===== src/rtl/dso_pkg.sv =====
// -----------------------------------------------------------------------------
// dso_pkg
// Shared definitions for the ADC capture writer:
//   - bit positions and widths of the fields in the 32-bit adc_cfg word
//   - capture FSM state encoding
//   - small helper that tells whether a state is writing samples
// -----------------------------------------------------------------------------
package dso_pkg;

  // adc_cfg field layout
  localparam int CFG_LEVEL_LSB = 0;
  localparam int CFG_LEVEL_W   = 8;
  localparam int CFG_CH        = 8;
  localparam int CFG_EDGE      = 9;
  localparam int CFG_FORCE     = 10;
  localparam int CFG_EN        = 11;
  localparam int CFG_DEC_LSB   = 12;
  localparam int CFG_DEC_W     = 4;
  localparam int CFG_PRE_LSB   = 16;
  localparam int CFG_PRE_W     = 12;

  typedef enum logic [2:0] {
    IDLE      = 3'd0,
    PRE       = 3'd1,
    WAIT_TRIG = 3'd2,
    POST      = 3'd3,
    DONE      = 3'd4
  } state_e;

  // States in which strobed samples are written to the buffer.
  function automatic logic is_active(input state_e s);
    return (s == PRE) || (s == WAIT_TRIG) || (s == POST);
  endfunction

endpackage


===== src/rtl/adc_capture_if.sv =====
// -----------------------------------------------------------------------------
// adc_capture_if
// Buffer-RAM write port plus capture status of the ADC capture writer.
//   wr_en / wr_addr / wr_data : write port of the dual-port sample buffer
//   ready                     : capture complete
//   busy                      : capture in progress (PRE, WAIT_TRIG, POST)
//   start_addr / trig_addr    : oldest-sample and trigger-sample addresses
// master = capture block (drives everything), slave = RAM / status consumer.
// -----------------------------------------------------------------------------
interface adc_capture_if #(
  parameter int AW = 12,
  parameter int DW = 16
);
  logic          wr_en;
  logic [AW-1:0] wr_addr;
  logic [DW-1:0] wr_data;
  logic          ready;
  logic          busy;
  logic [AW-1:0] start_addr;
  logic [AW-1:0] trig_addr;

  modport master (
    output wr_en, wr_addr, wr_data, ready, busy, start_addr, trig_addr
  );

  modport slave (
    input wr_en, wr_addr, wr_data, ready, busy, start_addr, trig_addr
  );
endinterface


===== src/rtl/adc_trig_detect.sv =====
// -----------------------------------------------------------------------------
// adc_trig_detect
// Edge trigger on one 8-bit channel of the ADC sample bus.
//   clk, nrst  : clock, asynchronous active-low reset
//   strobe     : a new sample is taken this cycle
//   sample     : {A[15:8], B[7:0]}
//   level      : trigger threshold
//   ch         : 0 = channel A, 1 = channel B
//   edge_fall  : 0 = rising, 1 = falling
//   clear      : forget the previous sample (new capture / disabled)
//   hit        : this strobed sample crosses the level
// -----------------------------------------------------------------------------
module adc_trig_detect #(
  parameter int DW = 16
) (
  input  logic          clk,
  input  logic          nrst,
  input  logic          strobe,
  input  logic [DW-1:0] sample,
  input  logic [7:0]    level,
  input  logic          ch,
  input  logic          edge_fall,
  input  logic          clear,
  output logic          hit
);

  logic [7:0] cur_s;
  logic [7:0] prev_q, prev_d;
  logic       vld_q, vld_d;
  logic       cross_s;

  assign cur_s = ch ? sample[7:0] : sample[DW-1 -: 8];

  // Threshold crossing between the previous and the current strobed sample.
  always_comb begin
    cross_s = 1'b0;
    if (edge_fall) begin
      cross_s = (prev_q > level) && (cur_s <= level);
    end else begin
      cross_s = (prev_q < level) && (cur_s >= level);
    end
  end

  // Kept separate from the state update so hit never depends on clear.
  assign hit = strobe & vld_q & cross_s;

  // Previous-sample register and its valid flag.
  always_comb begin
    prev_d = prev_q;
    vld_d  = vld_q;
    if (clear) begin
      vld_d = 1'b0;
    end else if (strobe) begin
      prev_d = cur_s;
      vld_d  = 1'b1;
    end else begin
      vld_d = vld_q;
    end
  end

  // State registers.
  always_ff @(posedge clk or negedge nrst) begin
    if (!nrst) begin
      prev_q <= 8'h00;
      vld_q  <= 1'b0;
    end else begin
      prev_q <= prev_d;
      vld_q  <= vld_d;
    end
  end

endmodule


===== src/rtl/adc_capture.sv =====
// -----------------------------------------------------------------------------
// adc_capture
// Writer side of the circular ADC sample buffer. After an MCU arm it records
// P pre-trigger samples, waits for an edge (or forced) trigger, records the
// post-trigger remainder so the buffer holds exactly DEPTH contiguous samples,
// then raises ready and publishes the oldest-sample and trigger addresses.
//   clk       : pll_clk, single clock domain
//   nrst      : asynchronous active-low reset
//   cfg       : adc_cfg word (level, ch, edge, force, enable, dec, P)
//   adc_data  : registered ADC bus {A, B}
//   arm       : MCU capture request, asynchronous to clk
//   cap       : buffer write port and status (adc_capture_if master)
// -----------------------------------------------------------------------------
module adc_capture
  import dso_pkg::*;
#(
  parameter int AW = 12,
  parameter int DW = 16
) (
  input  logic          clk,
  input  logic          nrst,
  input  logic [31:0]   cfg,
  input  logic [DW-1:0] adc_data,
  input  logic          arm,
  adc_capture_if.master cap
);

  localparam int DEPTH = 1 << AW;

  // P larger than the buffer can hold is limited to DEPTH-1.
  function automatic logic [AW-1:0] clamp_pre(input logic [CFG_PRE_W-1:0] p);
    if (32'(p) > 32'(DEPTH - 1)) begin
      return AW'(DEPTH - 1);
    end else begin
      return AW'(p);
    end
  endfunction

  state_e                 state_q, state_d;
  logic [2:0]             sync_q;
  logic [AW-1:0]          ptr_q, ptr_d;
  logic [AW-1:0]          cnt_q, cnt_d;
  logic [AW-1:0]          p_q, p_d;
  logic [AW-1:0]          trig_q, trig_d;
  logic [AW-1:0]          start_q, start_d;
  logic [AW-1:0]          wr_addr_q, wr_addr_d;
  logic [DW-1:0]          wr_data_q, wr_data_d;
  logic [CFG_DEC_W-1:0]   div_q, div_d;
  logic                   wr_en_q, wr_en_d;
  logic                   ready_q, ready_d;
  logic                   busy_q, busy_d;

  logic                   en_s, force_s, arm_rise_s, arm_take_s;
  logic                   active_s, strobe_s, hit_s;
  logic [CFG_DEC_W-1:0]   dec_s;
  logic [AW-1:0]          p_cfg_s, post_len_s;
  logic                   cfg_unused_s;

  assign en_s         = cfg[CFG_EN];
  assign force_s      = cfg[CFG_FORCE];
  assign dec_s        = cfg[CFG_DEC_LSB +: CFG_DEC_W];
  assign p_cfg_s      = clamp_pre(cfg[CFG_PRE_LSB +: CFG_PRE_W]);
  assign cfg_unused_s = ^cfg[31:28];

  // sync_q[1] is the synchronised arm, sync_q[2] its previous value.
  assign arm_rise_s = sync_q[1] & ~sync_q[2];
  assign arm_take_s = en_s & arm_rise_s & ((state_q == IDLE) || (state_q == DONE));

  assign active_s   = is_active(state_q);
  assign strobe_s   = active_s && (div_q == {CFG_DEC_W{1'b0}});
  assign post_len_s = AW'(DEPTH - 1) - p_q;

  adc_trig_detect #(.DW(DW)) u_trig (
    .clk       (clk),
    .nrst      (nrst),
    .strobe    (strobe_s),
    .sample    (adc_data),
    .level     (cfg[CFG_LEVEL_LSB +: CFG_LEVEL_W]),
    .ch        (cfg[CFG_CH]),
    .edge_fall (cfg[CFG_EDGE]),
    .clear     (arm_take_s | ~en_s),
    .hit       (hit_s)
  );

  // Next-state and next-output logic of the capture FSM.
  always_comb begin
    state_d   = state_q;
    ptr_d     = ptr_q;
    cnt_d     = cnt_q;
    p_d       = p_q;
    div_d     = div_q;
    trig_d    = trig_q;
    start_d   = start_q;
    ready_d   = ready_q;
    wr_en_d   = 1'b0;
    wr_addr_d = wr_addr_q;
    wr_data_d = wr_data_q;

    if (!en_s) begin
      // Disable wins over everything; a write that would issue next cycle is dropped.
      state_d = IDLE;
      ready_d = 1'b0;
      div_d   = {CFG_DEC_W{1'b0}};
    end else begin
      if (active_s) begin
        div_d = (div_q >= dec_s) ? {CFG_DEC_W{1'b0}} : div_q + CFG_DEC_W'(1);
      end else begin
        div_d = {CFG_DEC_W{1'b0}};
      end

      if (strobe_s) begin
        wr_en_d   = 1'b1;
        wr_addr_d = ptr_q;
        wr_data_d = adc_data;
        ptr_d     = ptr_q + AW'(1);
      end else begin
        wr_en_d   = 1'b0;
      end

      case (state_q)
        IDLE, DONE: begin
          if (arm_take_s) begin
            // Divider restarts at 0 so the PRE entry cycle is the first strobe.
            state_d = PRE;
            ptr_d   = {AW{1'b0}};
            cnt_d   = {AW{1'b0}};
            div_d   = {CFG_DEC_W{1'b0}};
            p_d     = p_cfg_s;
            ready_d = 1'b0;
          end else begin
            state_d = state_q;
          end
        end
        PRE: begin
          // The entry cycle is always a strobe, so P=0 leaves on entry.
          if (strobe_s) begin
            cnt_d = cnt_q + AW'(1);
            if (({1'b0, cnt_q} + (AW + 1)'(1)) >= {1'b0, p_q}) begin
              state_d = WAIT_TRIG;
            end else begin
              state_d = PRE;
            end
          end else begin
            state_d = PRE;
          end
        end
        WAIT_TRIG: begin
          if (strobe_s && (force_s || hit_s)) begin
            trig_d = ptr_q;
            cnt_d  = post_len_s;
            if (post_len_s == {AW{1'b0}}) begin
              state_d = DONE;
              ready_d = 1'b1;
              start_d = ptr_q - p_q;
            end else begin
              state_d = POST;
            end
          end else begin
            state_d = WAIT_TRIG;
          end
        end
        POST: begin
          if (strobe_s) begin
            cnt_d = cnt_q - AW'(1);
            if (cnt_q <= AW'(1)) begin
              state_d = DONE;
              ready_d = 1'b1;
              start_d = trig_q - p_q;
            end else begin
              state_d = POST;
            end
          end else begin
            state_d = POST;
          end
        end
        default: begin
          state_d = IDLE;
          ready_d = 1'b0;
        end
      endcase
    end

    busy_d = is_active(state_d);
  end

  // Arm synchroniser and edge-detect history.
  always_ff @(posedge clk or negedge nrst) begin
    if (!nrst) begin
      sync_q <= 3'b000;
    end else begin
      sync_q <= {sync_q[1:0], arm};
    end
  end

  // FSM state, pointers, counters and registered outputs.
  always_ff @(posedge clk or negedge nrst) begin
    if (!nrst) begin
      state_q   <= IDLE;
      ptr_q     <= {AW{1'b0}};
      cnt_q     <= {AW{1'b0}};
      p_q       <= {AW{1'b0}};
      div_q     <= {CFG_DEC_W{1'b0}};
      trig_q    <= {AW{1'b0}};
      start_q   <= {AW{1'b0}};
      wr_en_q   <= 1'b0;
      wr_addr_q <= {AW{1'b0}};
      wr_data_q <= {DW{1'b0}};
      ready_q   <= 1'b0;
      busy_q    <= 1'b0;
    end else begin
      state_q   <= state_d;
      ptr_q     <= ptr_d;
      cnt_q     <= cnt_d;
      p_q       <= p_d;
      div_q     <= div_d;
      trig_q    <= trig_d;
      start_q   <= start_d;
      wr_en_q   <= wr_en_d;
      wr_addr_q <= wr_addr_d;
      wr_data_q <= wr_data_d;
      ready_q   <= ready_d;
      busy_q    <= busy_d;
    end
  end

  assign cap.wr_en      = wr_en_q;
  assign cap.wr_addr    = wr_addr_q;
  assign cap.wr_data    = wr_data_q;
  assign cap.ready      = ready_q;
  assign cap.busy       = busy_q;
  assign cap.start_addr = start_q;
  assign cap.trig_addr  = trig_q;

endmodule


===== src/flat_wrapper.sv =====
// flat-port wrapper written by rule: the top's interface ports become plain ports
module adc_capture_flat import dso_pkg::*;
#(
  parameter int AW = 12,
  parameter int DW = 16
)
  (clk, nrst, cfg, adc_data, arm, cap_wr_en, cap_wr_addr, cap_wr_data, cap_ready, cap_busy, cap_start_addr, cap_trig_addr);
  adc_capture_if #(.AW(AW), .DW(DW)) cap_i ();
  input  logic clk;
  input  logic nrst;
  input  logic [31:0] cfg;
  input  logic [DW-1:0] adc_data;
  input  logic arm;
  output wire logic [$bits(cap_i.wr_en)-1:0] cap_wr_en;
  output wire logic [$bits(cap_i.wr_addr)-1:0] cap_wr_addr;
  output wire logic [$bits(cap_i.wr_data)-1:0] cap_wr_data;
  output wire logic [$bits(cap_i.ready)-1:0] cap_ready;
  output wire logic [$bits(cap_i.busy)-1:0] cap_busy;
  output wire logic [$bits(cap_i.start_addr)-1:0] cap_start_addr;
  output wire logic [$bits(cap_i.trig_addr)-1:0] cap_trig_addr;
  assign cap_wr_en = cap_i.wr_en;
  assign cap_wr_addr = cap_i.wr_addr;
  assign cap_wr_data = cap_i.wr_data;
  assign cap_ready = cap_i.ready;
  assign cap_busy = cap_i.busy;
  assign cap_start_addr = cap_i.start_addr;
  assign cap_trig_addr = cap_i.trig_addr;
  adc_capture #(.AW(AW), .DW(DW)) u_core (.clk(clk), .nrst(nrst), .cfg(cfg), .adc_data(adc_data), .arm(arm), .cap(cap_i));
endmodule

===== config.mk =====
export PLATFORM = sky130hd
export DESIGN_NAME = adc_capture_flat
export DESIGN_NICKNAME = d
export VERILOG_FILES = /design/src/rtl/dso_pkg.sv /design/src/rtl/adc_capture_if.sv /design/src/rtl/adc_trig_detect.sv /design/src/rtl/adc_capture.sv /design/src/flat_wrapper.sv
export SDC_FILE = /design/constraint.sdc
export NUM_CORES = 1
export LEC_CHECK = 0
export BUFFER_PORTS_ARGS = -buffer_cell sky130_fd_sc_hd__buf_2
export CAP_MARGIN = 15
export CORE_ASPECT_RATIO = 0.5
export CORE_MARGIN = 2
export CORE_UTILIZATION = 57
export CTS_BUF_LIST = sky130_fd_sc_hd__clkbuf_4 sky130_fd_sc_hd__clkbuf_8 sky130_fd_sc_hd__clkbuf_16
export CTS_CLUSTER_DIAMETER = 100
export DETAILED_ROUTE_END_ITERATION = 7
export PLACE_DENSITY = 0.8
export RECOVER_POWER = 25
export SLEW_MARGIN = 0
export SYNTH_ARGS = -nofsm -noshare
export SYNTH_HDL_FRONTEND = slang
export SYNTH_SLANG_ARGS = --single-unit

===== constraint.sdc =====
create_clock -name clk -period 4.72 [get_ports clk]
set_input_delay 0.944 -clock clk [delete_from_list [all_inputs] [get_ports clk]]
set_output_delay 0.944 -clock clk [all_outputs]
set_load 0.01 [all_outputs]

==> results of run 1 <==
-- registers in the layout (all words and copies together), names as in the netlist --
| signal | cells |
|---|---|
| u_core.cap.wr_en | 1 |
| u_core.cap.wr_data | 16 |
| u_core.u_trig.vld_q | 1 |
| u_core.div_q | 4 |
| u_core.p_q | 12 |
| u_core.u_trig.prev_q | 8 |
| u_core.cap.trig_addr | 12 |
| u_core.cap.ready | 1 |
| u_core.ptr_q | 12 |
| u_core.state_q | 3 |
| u_core.sync_q | 3 |
| u_core.cap.start_addr | 12 |
| u_core.cap.wr_addr | 12 |
| u_core.cap.busy | 1 |
| u_core.cnt_q | 12 |
-- layout make-up --
cell class	count	area (sq um)	share of cell area
Clock buffer	11	246.5	0.03281
Clock inverter	5	41.29	0.005495
Inverter	45	168.9	0.02248
Multi-Input combinational cell	537	3550	0.4724
Sequential cell	110	2753	0.3664
Tap cell	145	181.4	0.02415
Timing Repair Buffer	110	573.1	0.07627
-- path summary, 6_finish.rpt --
| path | end | slack [ns] | cells past startpoint |
|---|---|---|---|
| max | u_core.cap.start_addr[10] | 0.84 | 13 |
| min | u_core.sync_q[1] | 0.35 | 0 |
| max reg2reg | u_core.cap.start_addr[10] | 0.84 | 13 |
| min reg2reg | u_core.sync_q[1] | 0.35 | 0 |
| max in group asynchronous | u_core.cap.wr_data[8] | 2.29 | 2 |
| min in group asynchronous | u_core.cap.wr_addr[6] | 1.16 | 1 |
-- cells in the mapped netlist, types with 3 or more instances --
master,n,area [sq um]
o22ai_1,9,56.30
mux2_4,9,135.1
mux2i_1,5,50.05
o21a_1,5,37.54
nand2b_1,8,50.05
xnor2_1,25,219.0
or3_1,5,31.28
o32ai_1,4,35.03
o21ai_0,37,185.2
o31ai_1,3,22.52
nand2_1,151,566.8
dfrtp_1,110,2753
nor2_1,41,153.9
xor2_1,9,78.83
a211oi_1,5,37.54
nor2b_1,6,37.54
nor4_1,6,37.54
ha_1,49,613.1
buf_2,3,15.01
nand3_1,13,65.06
a21o_1,4,30.03
clkbuf_1,23,86.33
nor3_1,12,60.06
or2_2,4,25.02
o211ai_1,4,30.03
inv_1,45,168.9
mux2_2,32,360.4
a21oi_1,36,180.2
nand4_1,10,62.56
and3_1,11,68.82
-- critical path: cells and delay by family, from the launching register on --
family          cells  cell delay [ns]
compound gates      5             1.26
fa+ha+maj           2             0.63
simple gates        2             0.59
flops               1             0.55
mux                 2             0.49
xor+xnor            1             0.18
buf+inv             1             0.06
-- cells by family (layout without fill, tap and decap cells) --
| group | Yosys count | in the layout | share of synthesized area |
|---|---|---|---|
| XOR/XNOR | 34 | 34 | 0.04515 |
| buffers and inverters | 75 | 171 | 0.04610 |
| AO/OA/AOI/OAI | 129 | 129 | 0.1229 |
| adder cells (fa/ha/maj) | 50 | 50 | 0.09600 |
| multiplexers | 46 | 46 | 0.08272 |
| AND/OR/NAND/NOR | 278 | 278 | 0.1897 |
| flip-flops | 110 | 110 | 0.4174 |
-- layer usage --
metal  GRT usage  wire [um]  vias to the layer above
li1            -          -                     2663
met1      0.3499       7044                     2681
met2      0.4655       7560                      213
met3     0.04533       1054                       28
met4     0.07706        288                        0
met5           0          0                        -
-- stage by stage --
step                total power, mW  instances  area [sq um]    util  setup slack [ns]
floorplan                     1.481        722          6595       -            0.8865
global placement              1.654        947          7228  0.6484            0.6328
detailed placement            1.681        947          7228  0.6484            0.5408
CTS                           2.417        963          7516  0.6742            0.8981
global route                  2.546        963          7513  0.6740            0.6090
finish                        2.413        963          7513  0.6740            0.8418
-- where the power goes --
part           switching (mW)  internal, mW  leakage [nW]  total (mW)
Sequential             0.0766          1.05          1.46        1.12
Clock                   0.357         0.386         0.142       0.743
Combinational           0.314         0.233          2.28       0.547
Total                   0.749          1.66          3.89        2.41
==> out/qor.yml, run 1 <==
syn_nets: 823
rows: 27
wl_um: 15950
num_antenna_cells: 0
worstSetupEndpointType: "register"
powerDensity_nw_per_um2: 321.1
status: "finished, violations left"
routedWlPerCell_um: 16.56
num_vias: 5585
path_clk_slew_ns: 0.07
dieArea_sq_um: 12500
cts-root-buf: "clkbuf_16"
grt.overflow.total: 0
drive_gt1_frac: 0.2213
rsz0062_at_grt: "false"
leakagePower_nw: 3.889
cts_sinks: 110
slew_headroom: -0.3458
seq_area_frac_synth: 0.4174
clock_latency_ns: 0.35
post_cts_buffers: 0
worst-setup-path-type: "register to register"
fin_worst_skew_ns: 0.006825
cts_tree: "built"
synth-seq-cells: 110
vdd_drop_max_v: 0.0001940
antenna_found_initial: 0
grt.total_usage: 0.2679
dp.final_hpwl_um: 11810
crit_start: "u_core.state_q[0]"
final_common_cell: "nand2_1"
initial_utilization: 0.5916
grt_pass1_wl_um: 26520
synth.distinct_cells: 62
hold_path_class: "register to register"
die_h_um: 80.06
max_freq_ghz: 0.2579
tightest_slew_ns: 2.019
syn_area_sq_um: 6595
fillers: 927
synth_ff_type: "dfrtp_1"
worstSetupStartpointType: "register"
synth-edff-count: 0
holdBufCountCts: 0
syn_avg_cell_area_sq_um: 9.134
grt_max_degree: 84
async_reset_ff_frac: 1.000
die_w_um: 156.1
required_ns: 4.96
cts_buffer_depth: 2
arrival_ns: 4.12
core_sq_um: 11150
final.min_clock_period_ns: 3.878
finalMaxSlewViolations: 84
maxCapViolCount: 1
postRouteAntennaNets: 0
worst_path_largest_cell_delay_ns: 0.55
path_cells: "nor2b_1 -> and2_1 -> mux2i_1 -> ha_1 -> inv_1 -> fa_1 -> a21o_1 -> a21oi_1 -> o21ai_0 -> o41ai_1 -> o21ai_0 -> xor2_1 -> mux2_4"
finalSetupViolations: 0
tns_ns: 0
viasPerCell: 5.800
min_from: "u_core.sync_q[0]"
grt_pass1_vias: 5521
final_net_count: 914
cp_max_fo: 11
crit_top_cell: "o21ai_0"
cts_resized: 0
io_buffers: 101
post-route-period-util: 0.8217
critical-path-slowest-cell: "dfrtp_1"
violations: "capacitance limit, slew limit"
place.gp.congestion: 0.9043
htree_levels: 3
ioPinCount: 106
r2r_start: "u_core.state_q[0]"
synth_cells: 722
hold_viol: 0
cts_buffers: 9
hold_slack_ns: 0.3501
syn_to_final_growth_pct: 13.93
synth_warnings: 0
first_pass_iters: 5
final_cell_mix: "151 x nand2_1, 110 x dfrtp_1, 100 x buf_2"
drt_iter0_markers: 555
drc_errors: 0
(Power assumes the default switching activity.)
==> inputs of run 2 (changes only) <==
- CORE_UTILIZATION: 57 -> 52
- PLACE_DENSITY: 0.8 -> 0.77
- clock period: 4.72 -> 3.55 ns (I/O delays scaled with it)
==> out/qor.yml, run 2 (same netlist as run 1, synthesis figures left out) <==
worstSetupEndpointType: "register"
place.gp.congestion: 0.9377  # +3.7%
final.min_clock_period_ns: 3.303  # -0.5751 ns
cp_max_fo: 6  # -5
r2r_slack_ns: 0.25  # -0.59 ns
use_met1: 0.3297  # -0.02023
die_h_um: 83.64  # +4.5%
r2r_cells: 13  # unchanged
antenna_found_initial: 0  # unchanged
viasPerCell: 5.554  # -4.2%
finalSetupViolations: 0  # unchanged
cts_sinks: 110  # unchanged
syn_to_final_growth_pct: 16.56
crit_start: "u_core.cnt_q[1]"
final_common_cell: "nand2_1"
required_ns: 3.82  # -1.14 ns
r2r-end: "u_core.cap.busy"
postRouteAntennaNets: 0  # unchanged
htree_levels: 3  # unchanged
drive_gt1_frac: 0.2313  # +0.01005
path_clk_slew_ns: 0.08  # about the same
utilization: 0.6141  # -0.05987
hold_viol: 0  # unchanged
hold_path_class: "register to register"
max_freq_ghz: 0.3027  # +17%
path_buf_inv: 0  # -1
core_sq_um: 12520  # +12%
die_w_um: 163.3  # +4.6%
largest_reg_flops: 16  # unchanged
use_met3: 0.05117  # +0.005836
drc_errors: 0  # unchanged
holdBufCountCts: 0  # unchanged
grt_pass1_wl_um: 26500  # about the same
hold-path-endpoint: "u_core.sync_q[1]"
dieArea_sq_um: 13650  # +9.2%
fillers: 1039  # +12%
drt_iter0_markers: 504  # -9.2%
maxCapViolCount: 1  # unchanged
cts-root-buf: "clkbuf_16"
grt_max_degree: 65  # -23%
post-route-period-util: 0.9305  # +0.1088
worstSetupStartpointType: "register"
dp.final_hpwl_um: 12030  # +1.9%
tightest_slew_ns: 2.594  # +0.5754 ns
fin_worst_skew_ns: 0.008974  # +0.002149 ns
hold_slack_ns: 0.3519  # +0.001711 ns
final_net_count: 926  # +1.3%
first_pass_iters: 6  # +1
status: "finished, violations left"
clock_latency_ns: 0.36  # about the same
rows: 29  # +7.4%
finalMaxSlewViolations: 47  # -44%
wl_um: 15930  # -0.14%
holdPathStages: 0  # unchanged
leakagePower_nw: 3.976  # +2.2%
cp_top_family: "simple AND/OR/NAND/NOR gates"
critical-path-slowest-cell: "dfrtp_1"
grt.total_usage: 0.2432  # -0.02472
grt_pass1_vias: 5397  # -2.2%
grt.busiest_layer: "met2"
io_buffers: 101  # unchanged
vdd_drop_max_v: 0.0002460  # +27%
powerDensity_nw_per_um2: 427.2  # +33%
final_cell_mix: "151 x nand2_1, 110 x dfrtp_1, 100 x buf_2"
min_from: "u_core.sync_q[0]"
power_mw: 3.284  # +36%
crit_top_cell: "and3_1"
cts_buffer_depth: 2  # unchanged
slew_headroom: -0.7294  # -0.3836
cts_tree: "built"
worst_path_largest_cell_delay_ns: 0.44  # -0.11 ns
path_cells: "ha_1 -> and3_1 -> and3_1 -> and3_1 -> xnor2_1 -> ha_1 -> nand4_1 -> nor2_1 -> and3_1 -> a211oi_1 -> o21ai_0 -> o2111a_1 -> a31oi_1"
arrival_ns: 3.57  # -0.55 ns
worst-setup-path-type: "register to register"
ioPinCount: 106  # unchanged
cts_buffers: 9  # unchanged
initial_utilization: 0.5268  # -0.06475
violations: "capacitance limit, slew limit"
routedWlPerCell_um: 15.93  # -3.8%
num_antenna_cells: 0  # unchanged
r2r_start: "u_core.cnt_q[1]"
grt.overflow.total: 0  # unchanged
rsz0062_at_grt: "false"
num_vias: 5554  # -0.56%
grt_use_met2: 0.4020  # -0.06349
-- run 2: changes by cell type in the layout (fill, tap and decap cells not counted), sizes merged --
cell	delta
buf	+12
inv	-1
clkinv	+2
clkbuf	-1
clkinvlp	-1
bufinv	+1
-- run 2: worst max-delay path by stage --
| stage | endpoint | slack (ns) | cells after the start |
|---|---|---|---|
| 2_1_floorplan | u_core.cap.start_addr[10] | -0.02 | 15 |
| 3_3_place_gp | u_core.cnt_q[9] | 0.05 | 12 |
| 3_5_place_dp | u_core.cap.trig_addr[9] | 0.02 | 12 |
| 4_1_cts | u_core.cap.start_addr[10] | 0.13 | 13 |
| 5_1_grt | u_core.cap.busy | 0.04 | 13 |
| 6_report | u_core.cap.busy | 0.25 | 13 |
-- run 2: worst register-to-register path, delay by kind of cell, from the launching register on --
family	cells	cell delay [ns]
simple gates	6	1.02
compound gates	4	0.90
fa+ha+maj	2	0.58
flops	1	0.44
xor+xnor	1	0.27
-- run 2: through the flow --
step                      cells  setup TNS (ns)  cell area [sq um]  setup WS, ns
after floorplan             722        -0.01926               6598      -0.01926
after global placement      984               0               7382       0.05083
after detailed placement    984               0               7382       0.01973
after CTS                  1000               0               7684        0.1254
after global routing       1000               0               7687       0.04217
final                      1000               0               7687        0.2469
-- run 2: cell type report --
cell class / instances / area (sq um) / share of cell area
flip-flops and latches: 110 / 2753 / 0.3581
clock inverters: 6 / 68.82 / 0.008952
clock buffers: 10 / 232.7 / 0.03027
inverters: 45 / 168.9 / 0.02197
repair buffers: 122 / 699.4 / 0.09098
multi-input cells: 537 / 3552 / 0.4621
well taps: 170 / 212.7 / 0.02767
-- run 2: what timing repair did --
item,CTS,global route
gates resized for setup,0,1
setup endpoints to repair,0,1
setup buffers,0,0
-- run 2: power breakdown --
part / internal [mW] / total, mW / switching [mW]
registers: 1.39 / 1.49 / 0.0962
logic: 0.322 / 0.750 / 0.428
clock network: 0.562 / 1.05 / 0.485
total: 2.27 / 3.28 / 1.01
-- run 2: per-layer routing --
layer / share of wire / vias up
li1: - / 2696
met1: 0.44 / 2631
met2: 0.47 / 209
met3: 0.074 / 18
met4: 0.011 / 0
met5: 0 / -
